### config.mk
export PLATFORM = sky130hd
export DESIGN_NAME = weight_fetcher
export DESIGN_NICKNAME = d
export VERILOG_FILES = /design/src/rtl/weight_fetcher.sv
export SDC_FILE = /design/constraint.sdc
export NUM_CORES = 1
export LEC_CHECK = 0
export BUFFER_PORTS_ARGS = -buffer_cell sky130_fd_sc_hd__buf_2
export CAP_MARGIN = 20
export CORE_UTILIZATION = 32
export DETAILED_ROUTE_END_ITERATION = 10
export GPL_ROUTABILITY_DRIVEN = 0
export PLACE_DENSITY = 0.67
export SLEW_MARGIN = 20
export SYNTH_ARGS = -nofsm -noshare
export SYNTH_HDL_FRONTEND = slang
export SYNTH_SLANG_ARGS = --single-unit
### constraint.sdc
create_clock -name clk -period 2.9 [get_ports clk]
set_clock_uncertainty 0.1 [all_clocks]
set_input_delay 0.145 -clock clk [delete_from_list [all_inputs] [get_ports clk]]
set_output_delay 0.145 -clock clk [all_outputs]
set_load 0.05 [all_outputs]
### src/rtl/weight_fetcher.sv
// Weight buffer read sequencer: issues one row read per advancing cycle and tracks the
// buffer's 3-cycle read latency. Optional build macro WEIGHT_FETCHER_ZERO_PAD_EN pads every tile to MATRIX_WIDTH rows.
module weight_fetcher #(
  parameter int MATRIX_WIDTH = 14,
  parameter int ADDR_WIDTH   = 40,
  parameter int LEN_WIDTH    = $clog2(MATRIX_WIDTH) + 1
) (
  input  logic                         clk,
  input  logic                         rst,
  input  logic                         cmd_valid,
  output logic                         cmd_ready,
  input  logic [ADDR_WIDTH-1:0]        cmd_addr,
  input  logic [LEN_WIDTH-1:0]         cmd_len,
  output logic [ADDR_WIDTH-1:0]        buf_addr,
  output logic                         buf_en,
  output logic                         buf_enable,
  input  logic [MATRIX_WIDTH-1:0][7:0] buf_rdata,
  output logic                         out_valid,
  input  logic                         out_ready,
  output logic [MATRIX_WIDTH-1:0][7:0] out_data,
  output logic [LEN_WIDTH-1:0]         out_row,
  output logic                         out_last,
  output logic                         cmd_done
);

  // state | meaning
  // IDLE  | cmd_ready high, waiting for a command
  // ISSUE | one row read (or pad slot) issued per advancing cycle
  // DRAIN | all rows issued, waiting for the last row to leave the output
  // DONE  | cmd_done pulse (zero-length tiles spend one extra cycle here first)
  typedef enum logic [1:0] {IDLE, ISSUE, DRAIN, DONE} state_t;

  localparam logic [LEN_WIDTH-1:0] MW = LEN_WIDTH'(MATRIX_WIDTH);

  state_t                          state;
  logic [LEN_WIDTH-1:0]            len_q;
  logic [LEN_WIDTH-1:0]            issue_cnt;
  logic [LEN_WIDTH-1:0]            total;
  logic [LEN_WIDTH-1:0]            len_c;
  logic [2:0]                      vld;
  logic [2:0][LEN_WIDTH-1:0]       row_p;
  logic [2:0]                      last_p;
  logic [2:0]                      pad_p;
  logic                            adv;
  logic                            issuing;
  logic                            issue_real;
  logic                            issue_last;

  assign len_c = (cmd_len > MW) ? MW : cmd_len;

`ifdef WEIGHT_FETCHER_ZERO_PAD_EN
  assign total = MW;
`else
  assign total = len_q;
`endif

  assign issuing    = (state == ISSUE);
  assign issue_real = (issue_cnt < len_q);
  assign issue_last = (issue_cnt == total - LEN_WIDTH'(1));

  // The buffer pipeline and our valid pipe freeze together on a stalled output row.
  assign adv        = !vld[2] || out_ready;
  assign buf_enable = adv;
  assign buf_en     = adv && issuing && issue_real;

  assign out_valid = vld[2];
  assign out_row   = row_p[2];
  assign out_last  = vld[2] && last_p[2];
  assign out_data  = (vld[2] && !pad_p[2]) ? buf_rdata : '0;

  always_ff @(posedge clk) begin
    if (rst) begin
      state     <= IDLE;
      cmd_ready <= 1'b1;
      cmd_done  <= 1'b0;
      buf_addr  <= '0;
      len_q     <= '0;
      issue_cnt <= '0;
      vld       <= '0;
      row_p     <= '0;
      last_p    <= '0;
      pad_p     <= '0;
    end else begin
      if (adv) begin
        vld      <= {vld[1:0], issuing};
        row_p[2] <= row_p[1];
        row_p[1] <= row_p[0];
        row_p[0] <= issuing ? issue_cnt : '0;
        last_p   <= {last_p[1:0], issuing && issue_last};
        pad_p    <= {pad_p[1:0], issuing && !issue_real};
      end

      case (state)
        IDLE: begin
          if (cmd_valid && cmd_ready) begin
            buf_addr  <= cmd_addr;
            len_q     <= len_c;
            issue_cnt <= '0;
            cmd_ready <= 1'b0;
`ifdef WEIGHT_FETCHER_ZERO_PAD_EN
            state     <= ISSUE;
`else
            state     <= (len_c == '0) ? DONE : ISSUE;
`endif
          end
        end
        ISSUE: begin
          if (adv) begin
            issue_cnt <= issue_cnt + LEN_WIDTH'(1);
            buf_addr  <= buf_addr + ADDR_WIDTH'(1);
            if (issue_last) state <= DRAIN;
          end
        end
        DRAIN: begin
          if (vld[2] && last_p[2] && out_ready) begin
            state    <= DONE;
            cmd_done <= 1'b1;
          end
        end
        DONE: begin
          if (cmd_done) begin
            cmd_done  <= 1'b0;
            cmd_ready <= 1'b1;
            state     <= IDLE;
          end else begin
            cmd_done <= 1'b1;
          end
        end
        default: state <= IDLE;
      endcase
    end
  end

endmodule
### Word-level counts from Yosys, hierarchy flattened

Cells that the tools add are included.

| operators by class | value |
|---|---|
| equal/unequal tests | 9 |
| multiplexer cells | 22 |
| $add $sub $neg | 3 |
| reductions and logical operators | 22 |
| magnitude comparators | 2 |

Operators with widths:

| kind | count |
|---|---|
| two-way mux 112 bit | 1 |
| two-way mux 40 bit | 2 |
| case mux 40 bit (2 select lines) | 1 |
| adder 40 x 1 -> 40 bit, second input constant | 1 |
| two-way mux 5 bit | 4 |
| two-way mux 2 bit | 6 |
| case mux 5 bit (2 select lines) | 1 |
| logical AND 1 bit | 8 |
| inequality test 2 bit, second input constant | 4 |
| case mux 2 bit (4 select lines) | 1 |
| AND reduction 3 bit | 2 |
| nonzero test 2 bit | 3 |
| adder 5 x 1 -> 5 bit, second input constant | 1 |
| == test 5 bit | 1 |
| > comparator 5 x 4 -> 1 bit, second input constant | 1 |
| logical NOT 5 bit | 1 |
| < comparator 5 bit | 1 |
| AND reduction 5 bit | 1 |
| subtractor 5 x 1 -> 5 bit, second input constant | 1 |
| == test 2 bit, second input constant | 2 |
| two-way mux 1 bit | 4 |
| case mux 1 bit (2 select lines) | 2 |
| AND reduction 2 bit | 2 |
| logical NOT 1 bit | 3 |
| 4 further kinds | 4 |

| storage, ports and cells | value |
|---|---|
| output and inout port bits | 163 |
| word-level logic and storage cells | 70 |
| input port bits | 161 |
| register bits after elaboration | 78 |

### Depth between registers and ports, before layout

| depth | value |
|---|---|
| depth in word-level cells | 6 |
| depth in mapped cells | 10 |
| mapped depth without buffers | 8 |

### Worst setup path after synthesis

No wires, ideal clock.

| timing | value |
|---|---|
| path kind | reg2reg |
| from | reg buf_addr[0] |
| to | reg buf_addr[35] |
| library setup time | 0.074 ns |
| data arrival time | 2.372 ns |
| stages on the path, launching flop included | 8 |
| slack | 0.353 ns |
| clock period less this slack | 2.547 ns |
| cell sequence | dfxtp_1 > nand2_1 > or3_1 > buf_6 > nor4_4 > nand2_1 > or4_1 > a31oi_1 |

| between the ends | value |
|---|---|
| word-level cells in the longest chain between the ends | 3 |

RTL lines:

| item | RTL line | source |
|---|---|---|
| from (decl) | 14 | `output logic [ADDR_WIDTH-1:0] buf_addr,` |
| from (signal assigned) | 96 | `buf_addr <= cmd_addr;` |
| from (signal assigned) | 110 | `buf_addr <= buf_addr + ADDR_WIDTH'(1);` |
| adder 40 x 1 -> 40 bit | 110 |  |
| two-way mux 40 bit | 108 | `if (adv) begin` |
| case mux 40 bit (2 select lines) | 93 | `case (state)` |

No other way between the ends. The select of a mux whose other input is x is not followed.
A chain may end at the register's enable or synchronous reset.

### Final worst setup path

| timing | value |
|---|---|
| from | reg state[1] |
| to | reg buf_addr[3] |

| between the ends | value |
|---|---|
| word-level cells in the longest chain between the ends | 3 |
| elaborated cells on any way between the ends | 7 |
| those cells by class | 3 x eq/ne; 1 x mux; 3 x reduce/logical |

RTL lines:

| item | RTL line | source |
|---|---|---|
| from (decl) | 35 | `state_t state;` |
| from (signal assigned) | 103 | `state <= (len_c == '0) ? DONE : ISSUE;` |
| == test 2 x 1 -> 1 bit (*) | -- |  |
| named net issuing | 45 | `logic issuing;` |
| inequality test 2 bit (no line) or nonzero test 2 bit (tied branches) | -- |  |
| AND reduction 3 bit (no line) | -- |  |

Mark *: on every way through the listed nets, which the timed path passes. The rest lies on a longest branch.

==> flow_summary.yaml <==
global_routing:
  grt_use_total: 0.306
  grt_max_degree: 65
  overflow: 0
  grt_pass1_vias: 5785
  antenna_found_initial: 12
  grt_pass1_wl_mm: 36.4
worst_setup_path:
  endpoint_kind: "flip-flop"
  r2r_slack_ns: 0.37
  path_class: "flip-flop to flip-flop"
  reg2reg_depth: 9
  arrival_ns: 2.71
  cp_max_fo: 20
  cp-start-kind: "flip-flop"
  rr_startpoint: "state[1]"
  rr_endpoint: "buf_addr[3]"
  cp.required_ns: 3.08
floorplanning:
  die_x_um: 129
  die_area_um2: 16700
  core_um2: 15800
  io_pins: 324
  die_y_um: 129
  initial_utilization: 0.327
  rows: 46
synth:
  yosys-top-cells-count: "and2_1 (116), dfxtp_1 (78), nand2_1 (73)"
  netlist.area_leader.share: 0.302
  synth_edf_count: 0
  synth_warnings: 0
  yosys.area.top_type: "dfxtp_1"
  netlist_top_cells_area: "dfxtp_1 (30%), and2_1 (14%), a21oi_1 (6.1%), nand2_1 (5.3%), nor2_1 (3.2%)"
  syn_area_um2: 5180
  avgSynthCellArea_um2: 7.39
  synth_top_flop_cell: "dfxtp_1"
  yosys_register_bits: 78
  synth.distinct_cells: 64
  synth_nets: 875
  synth_cells: 701
  ys_async_sr_fraction: 0
  ys_seq_area_frac: 0.302
  yosysMostFrequentCell: "and2_1"
placed_design:
  dp_cells: 1201
  postPlaceCellArea_um2: 7010
  place_hpwl_mm: 21.2
  portBuffers: 323
timing:
  slew_headroom: 0.625
  tightest_slew_ns: 0.559
  fin_crit_sh: 0.872
  report.final.hold_viol_count: 0
  final.setup.tns_ns: 0
  rsz0062_at_grt: "false"
  fin_crit_ns: 2.53
  fmax_mhz: 395
  maxSlewViolCount: 0
  setup_viol_count_final: 0
pwr:
  finalPower_w: 0.00618
  max-vdd-ir-drop_mv: 0.584
  power_density_nw_per_um2: 820
  leakagePower_nw: 3.59
drt:
  antenna_left: 0
  viasPerCell: 5.12
  num_vias: 6348
  drc_errors: 0
  drtPass1Iterations: 4
  drtIter0Drc: 473
  finalWirelength_mm: 26.5
  wl_per_cell_um: 21.4
cells_and_area:
  drive_above_1_share: 0.363
  area_growth_pct: 45.6
  final_util: 0.476
  final_cell_area_um2: 7540
  stdcell_count: 1239
  layout.nets: 1187
hold_path:
  worstHoldPathCells: 3
  hold_class: "input pin to flip-flop"
  min_to: "len_q[0]"
  worst_hold_startpoint: "cmd_len[4]"
run:
  cap_violations: 0
run_status:
  status: "finished clean"
clocking:
  cts_tree: "built"
  clk_pin_slew_ns: 0.06
  cts_htree_levels: 3
  cts.sinks: 78
  cts_buffer_depth: 2
  numCtsBuffers: 9
  clock-root-buffer: "clkbuf_16"
  clk_latency_ns: 0.35
  postCtsSetupRepairBufs: 0
## cells by family (layout without fill, tap and decap cells)
kind of cell,Yosys count,after routing,share of synthesized area
compound gates,165,165,0.204
simple gates,355,355,0.373
buf+inv,73,390,0.0582
mux,9,9,0.0181
fa+ha+maj,13,13,0.0314
xor+xnor,8,8,0.0135
other cells,0,5,0
flops,78,78,0.302
## per-layer routing
layer  global-route usage  vias to the layer above  part of all wire  routed length, um
met5                    0                        -            0.0028                 74
met4                0.158                       12             0.044               1150
met3                0.109                       56              0.10               2710
met2                0.466                      291              0.45              11800
met1                0.381                     2895              0.41              10800
li1                     -                     3094                 -                  -
## layout by cell type (no fill, tap or decap), types with 22 or more instances in the layout
| master | Yosys | final |
|---|---|---|
| nand2_1 | 73 | 73 |
| dfxtp_1 | 78 | 78 |
| and2_1 | 116 | 116 |
| a21oi_1 | 63 | 63 |
| nand3_1 | 30 | 30 |
| o21ai_0 | 22 | 22 |
| nor2_1 | 44 | 43 |
| nor3_1 | 24 | 24 |
| buf_2 | 1 | 323 |
## worst max-delay path: stages, from the launching register on
cell,delay [ns]
dfxtp_1,0.33
inv_1,0.14
ha_2,0.43
nor2_1,0.15
a211o_2,0.43
nor2_2,0.25
buf_4,0.32
a22oi_1,0.10
o21ai_0,0.08
nor2b_1,0.13
## worst max-delay path by stage
stage | startpoint | end | slack [ns] | cells after the start
floorplan | buf_addr[0] | buf_addr[35] | 0.35 | 7
global placement | buf_addr[4] | buf_addr[35] | 0.48 | 6
detailed placement | buf_addr[2] | buf_addr[35] | 0.43 | 6
CTS | state[1] | buf_addr[3] | 0.39 | 9
global route | state[1] | buf_addr[4] | 0.15 | 9
finish | state[1] | buf_addr[3] | 0.37 | 9
## sequential cells by signal, summed over array words and instances, names as in the netlist
signal and cells:
buf_addr 40, row_p 10, issue_cnt 5, len_q 5, out_row 5, last_p 3, pad_p 3, vld 3
state 2, cmd_done 1, cmd_ready 1
## cell type report
cell class                 count  area (um2)
inverter                      17        63.8
sequential                    78        1560
tap                          216         270
clock inverter                 5         106
antenna                        5        12.5
fill                        1616        8290
timing repair buffer         357        1940
clock buffer                  11         243
multi-input combinational    550        3340
## stage by stage
stage | hold WS (ns) | setup WS [ns]
floorplan | 0.163 | 0.353
global placement | 0.280 | 0.478
detailed placement | 0.290 | 0.430
CTS | 0.0191 | 0.391
global route | 0.0424 | 0.151
finish | 0.0263 | 0.371
## where the power goes
group / switching [W] / leakage (nW) / internal, W
clock network: 0.000483 / 0.166 / 0.000867
registers: 0.000361 / 0.637 / 0.00132
logic: 0.00221 / 2.78 / 0.000938
## timing repair
item                      in CTS  in global routing
hold buffers                  17                  0
resized for setup              0                  0
hold endpoints to repair      17                  0
No activity file was read; power rests on OpenSTA's default activity.
